### config.mk
export PLATFORM = sky130hd
export DESIGN_NAME = freq_list_loader
export DESIGN_NICKNAME = d
export VERILOG_FILES = /design/src/rtl/freq_list_loader.sv
export SDC_FILE = /design/constraint.sdc
export NUM_CORES = 1
export LEC_CHECK = 0
export ABC_AREA = 1
export BUFFER_PORTS_ARGS = -buffer_cell sky130_fd_sc_hd__buf_2
export CAP_MARGIN = 20
export CORE_ASPECT_RATIO = 1.5
export CORE_MARGIN = 5
export CORE_UTILIZATION = 43
export DETAILED_ROUTE_END_ITERATION = 7
export PLACE_DENSITY = 0.71
export SLEW_MARGIN = 10
export SYNTH_ARGS = -nofsm -noshare
export SYNTH_HDL_FRONTEND = slang
export SYNTH_SLANG_ARGS = --single-unit
### constraint.sdc
create_clock -name clk -period 1.75 [get_ports clk]
set_clock_uncertainty 0.1 [all_clocks]
set_input_delay 0.35 -clock clk [delete_from_list [all_inputs] [get_ports clk]]
set_output_delay 0.35 -clock clk [all_outputs]
set_load 0.01 [all_outputs]
### src/rtl/freq_list_loader.sv
// Streams one frequency-bin list into a ring buffer: clear pulse, registered writes, overflow
// drain and a settle delay before done. Optional idle timeout when LOADER_TIMEOUT_EN is defined.
module freq_list_loader #(
    parameter int unsigned DEPTH         = 128,
    parameter int unsigned DW            = 4,
    parameter int unsigned SETTLE_CYCLES = 8
`ifdef LOADER_TIMEOUT_EN
    ,
    parameter int unsigned TIMEOUT       = 1024
`endif
) (
    input  logic          clk,
    input  logic          rst,
    input  logic          start,
    input  logic [DW-1:0] s_data,
    input  logic          s_valid,
    input  logic          s_last,
    output logic          s_ready,
    output logic          ring_clr,
    output logic          ring_wr_en,
    output logic [DW-1:0] ring_din,
    output logic          busy,
    output logic          done,
    output logic [7:0]    loaded_count,
    output logic          overflow
`ifdef LOADER_TIMEOUT_EN
    ,
    output logic          err_timeout
`endif
);

    localparam logic [2:0] StIdle   = 3'd0;
    localparam logic [2:0] StClear  = 3'd1;
    localparam logic [2:0] StLoad   = 3'd2;
    localparam logic [2:0] StDrain  = 3'd3;
    localparam logic [2:0] StSettle = 3'd4;
    localparam logic [2:0] StDone   = 3'd5;

    localparam int unsigned   SW         = (SETTLE_CYCLES > 1) ? $clog2(SETTLE_CYCLES) : 1;
    localparam logic [SW-1:0] SettleLast = SW'(SETTLE_CYCLES - 1);
    localparam logic [7:0]    DepthCount = 8'(DEPTH);

    logic [2:0]    state_q, state_d;
    logic [7:0]    count_q, count_d;
    logic          ovf_q, ovf_d;
    logic          wr_en_q, wr_en_d;
    logic [DW-1:0] din_q, din_d;
    logic [SW-1:0] settle_q, settle_d;
    logic          accept;

`ifdef LOADER_TIMEOUT_EN
    localparam int unsigned   TW          = (TIMEOUT > 1) ? $clog2(TIMEOUT) : 1;
    localparam logic [TW-1:0] TimeoutLast = TW'(TIMEOUT - 1);

    logic [TW-1:0] idle_q, idle_d;
    logic          err_q, err_d;
`endif

    assign s_ready = (state_q == StLoad) || (state_q == StDrain);
    assign accept  = s_valid && s_ready;

    always_comb begin
        state_d  = state_q;
        count_d  = count_q;
        ovf_d    = ovf_q;
        wr_en_d  = 1'b0;
        din_d    = din_q;
        settle_d = '0;

        unique case (state_q)
            StIdle, StDone: begin
                if (start) begin
                    state_d = StClear;
                    count_d = '0;
                    ovf_d   = 1'b0;
                end
            end
            StClear: begin
                state_d = StLoad;
            end
            StLoad: begin
                if (accept) begin
                    wr_en_d = 1'b1;
                    din_d   = s_data;
                    if (count_q != DepthCount) begin
                        count_d = count_q + 8'd1;
                    end
                    if (s_last) begin
                        state_d = StSettle;
                    end else if (count_q + 8'd1 >= DepthCount) begin
                        state_d = StDrain;
                    end
                end
            end
            StDrain: begin
                if (accept) begin
                    ovf_d = 1'b1;
                    if (s_last) begin
                        state_d = StSettle;
                    end
                end
            end
            StSettle: begin
                // The final write lands in the first SETTLE cycle; done follows SETTLE_CYCLES later.
                if (settle_q == SettleLast) begin
                    state_d = StDone;
                end else begin
                    settle_d = settle_q + SW'(1);
                end
            end
            default: begin
                state_d = StIdle;
            end
        endcase

`ifdef LOADER_TIMEOUT_EN
        idle_d = '0;
        err_d  = err_q;
        if (((state_q == StIdle) || (state_q == StDone)) && start) begin
            err_d = 1'b0;
        end
        if (((state_q == StLoad) || (state_q == StDrain)) && !accept) begin
            if (idle_q == TimeoutLast) begin
                err_d   = 1'b1;
                state_d = StSettle;
            end else begin
                idle_d = idle_q + TW'(1);
            end
        end
`endif
    end

    always_ff @(posedge clk) begin
        if (rst) begin
            state_q  <= StIdle;
            count_q  <= '0;
            ovf_q    <= 1'b0;
            wr_en_q  <= 1'b0;
            din_q    <= '0;
            settle_q <= '0;
        end else begin
            state_q  <= state_d;
            count_q  <= count_d;
            ovf_q    <= ovf_d;
            wr_en_q  <= wr_en_d;
            din_q    <= din_d;
            settle_q <= settle_d;
        end
    end

`ifdef LOADER_TIMEOUT_EN
    always_ff @(posedge clk) begin
        if (rst) begin
            idle_q <= '0;
            err_q  <= 1'b0;
        end else begin
            idle_q <= idle_d;
            err_q  <= err_d;
        end
    end

    assign err_timeout = err_q;
`endif

    // A write still pending when rst rises must not reach the ring.
    assign ring_wr_en   = wr_en_q & ~rst;
    assign ring_din     = din_q;
    assign ring_clr     = (state_q == StClear);
    assign busy         = (state_q == StClear) || (state_q == StLoad) ||
                          (state_q == StDrain) || (state_q == StSettle);
    assign done         = (state_q == StDone);
    assign loaded_count = count_q;
    assign overflow     = ovf_q;

endmodule

==> qor.yml <==
setup_tns_ps: 0
die_w_um: 54.1
synth_warnings: 0
fin_nets: 231
period_minus_slack_ps: 1670
hold_viol: 0
path_clk_slew_ps: 80
grt_pass1_vias: 1201
grt-ovfl-total: 0
path_max_fanout: 5
initial_core_util_pct: 44.0
first_pass_iters: 4
period_share_pct: 95.4
cts_tree: "done"
status: "finished, final reports clean"
drt-vias-per-instance: 4.88
dp_hpwl_um: 2210
die_y_um: 76.2
drc: 0
finalWorstSetupSlack_ps: 79.8
place_congestion: 0.862
ir_drop_mv: 0.924
track_usage_pct: 15.6
ctsHoldBuffers: 0
ys_seq_area_share_pct: 31.9
synth_nets: 198
wl_per_cell_um: 11.4
crit_type: "reg2out"
cts_root_buffer: "clkbuf_8"
rows: 24
worstMarginPinSlew_ps: 335
max_cap_viol_count: 0
grt_antenna_before_repair: 0
synth_cells: 185
holdCritPathClass: "in2reg"
setup_violations: 0
grt_pass1_wl_um: 5020
cts-buffers-inserted: 3
mostFrequentLayoutCell: "nand2_1"
layout-drive-gt1-share_pct: 25.8
via_count: 1250
core_area_mm2: 0.00285
hold_ws_ps: 207
synth_cell_types: 30
diodes: 0
slew_violations: 0
ios: 27
cp-start-kind: "flop"
total_power_uw: 2080
ys_top_cells_by_area: "dfxtp_1 (32%), nand2_1 (12%), nor2_1 (8.7%), inv_1 (7.5%), a21oi_1 (6.0%)"
die_area_mm2: 0.00412
ant_nets: 0
clock_path_buffers: 2
slew_headroom_pct: 77.6
p_leak_uw: 0.000744
synth-seq-cells: 20
min_path_cells: 3
clock.fmax_mhz: 599
clk_latency_ps: 260
rsz0062_at_grt: "no"
yosysTopAreaCellShare_pct: 31.9
syn2layout_area_growth_pct: 22.7
cts_sinks: 20
grt_start_max_net_pins: 13
power.density_mw_per_mm2: 1350
post-place-ws_ps: 142
reg2regPathDepth: 7
final_cell_mix: "nand2_1 (40), nor2_1 (29), buf_2 (26), inv_1 (25), dfxtp_1 (17)"
numPortBuffers: 26
wirelength_um: 2920
htree_num_levels: 1
syn_area_per_cell_um2: 6.78
drtIter0Drc: 24
syn_area_mm2: 0.00125
worstPathArrival_ps: 1220
crit_required_ps: 1300
synth_top_area_cell: "dfxtp_1"
cp-end-kind: "primary output"
routing by layer:
metal	track usage, %	wire length (um)
met3	2.94	106
met5	0	0
met1	18.1	1200
met2	27.7	1570
met4	4.49	39
stage by stage:
step	cell area, um2	util [%]	instances
2_1_floorplan	1250	-	185
3_3_place_gp	1440	50.4	250
3_5_place_dp	1440	50.4	250
4_1_cts	1530	53.6	255
5_1_grt	1540	54.0	256
6_report	1540	54.0	256
area by class of cell:
| cell class | instances | area (um2) |
|---|---|---|
| fillers | 289 | 1310 |
| multi-input cells | 133 | 731 |
| flip-flops and latches | 20 | 409 |
| repair buffers | 32 | 175 |
| inverters | 28 | 105 |
| well taps | 39 | 48.8 |
| clock buffers | 3 | 41.3 |
| clock inverters | 1 | 30.0 |
where the power goes:
| group | internal (uW) | switching [uW] | leakage [uW] |
|---|---|---|---|
| sequential | 542 | 73.7 | 0.000164 |
| combinational | 385 | 607 | 0.000544 |
| clock | 305 | 168 | 0.0000357 |
critical path, cell delays in order (launching register included):
cell	delay, ps
dfxtp_2	360
inv_2	140
nor3_4	70
a211o_1	260
buf_2	130
path summary, 6_finish.rpt:
kind	start	end	slack [ps]
hold / removal	s_data[3]	ring_din[3]	210
hold reg to reg	settle_q[0]	settle_q[0]	330
setup / recovery	state_q[2]	busy	80
setup reg to reg	state_q[0]	state_q[0]	160
Yosys cell counts:
cell / n
nand2_4: 4
o21ai_0: 5
buf_6: 1
nand3_1: 13
nor3_2: 1
xor2_1: 1
a21oi_4: 1
clkbuf_1: 1
nor2_1: 29
a21boi_0: 1
nand3_2: 1
a21oi_2: 1
buf_2: 2
o21ai_1: 1
nand2_1: 40
nand3b_1: 2
a211o_1: 1
nand4_1: 2
inv_1: 25
nor3b_1: 1
nor2_4: 2
ha_1: 4
nand2_2: 2
nor3_1: 3
nand3_4: 1
o211ai_1: 1
nor2_8: 1
dfxtp_1: 20
a21oi_1: 15
inv_2: 3
sequential cells by signal (all words and copies together) (netlist names):
register      count
ring_din          4
loaded_count      8
wr_en_q           1
settle_q          3
overflow          1
state_q           3
what timing repair did:
action                                  CTS  global route
gates resized for setup                   4             2
buffers inserted                          1             1
endpoints found under the setup margin    1             5
pin swaps                                 0             1
cloned                                    0             0
cell families after synthesis:
| kind of cell | after synthesis | synth area share (%) |
|---|---|---|
| AND/OR/NAND/NOR | 102 | 40.8 |
| buffers and inverters | 32 | 10.4 |
| AO/OA/AOI/OAI | 26 | 12.3 |
| flip-flops | 20 | 31.9 |
| adder cells (fa/ha/maj) | 4 | 3.99 |
| XOR/XNOR | 1 | 0.698 |
Note: power is estimated with default switching activity, not from simulation.
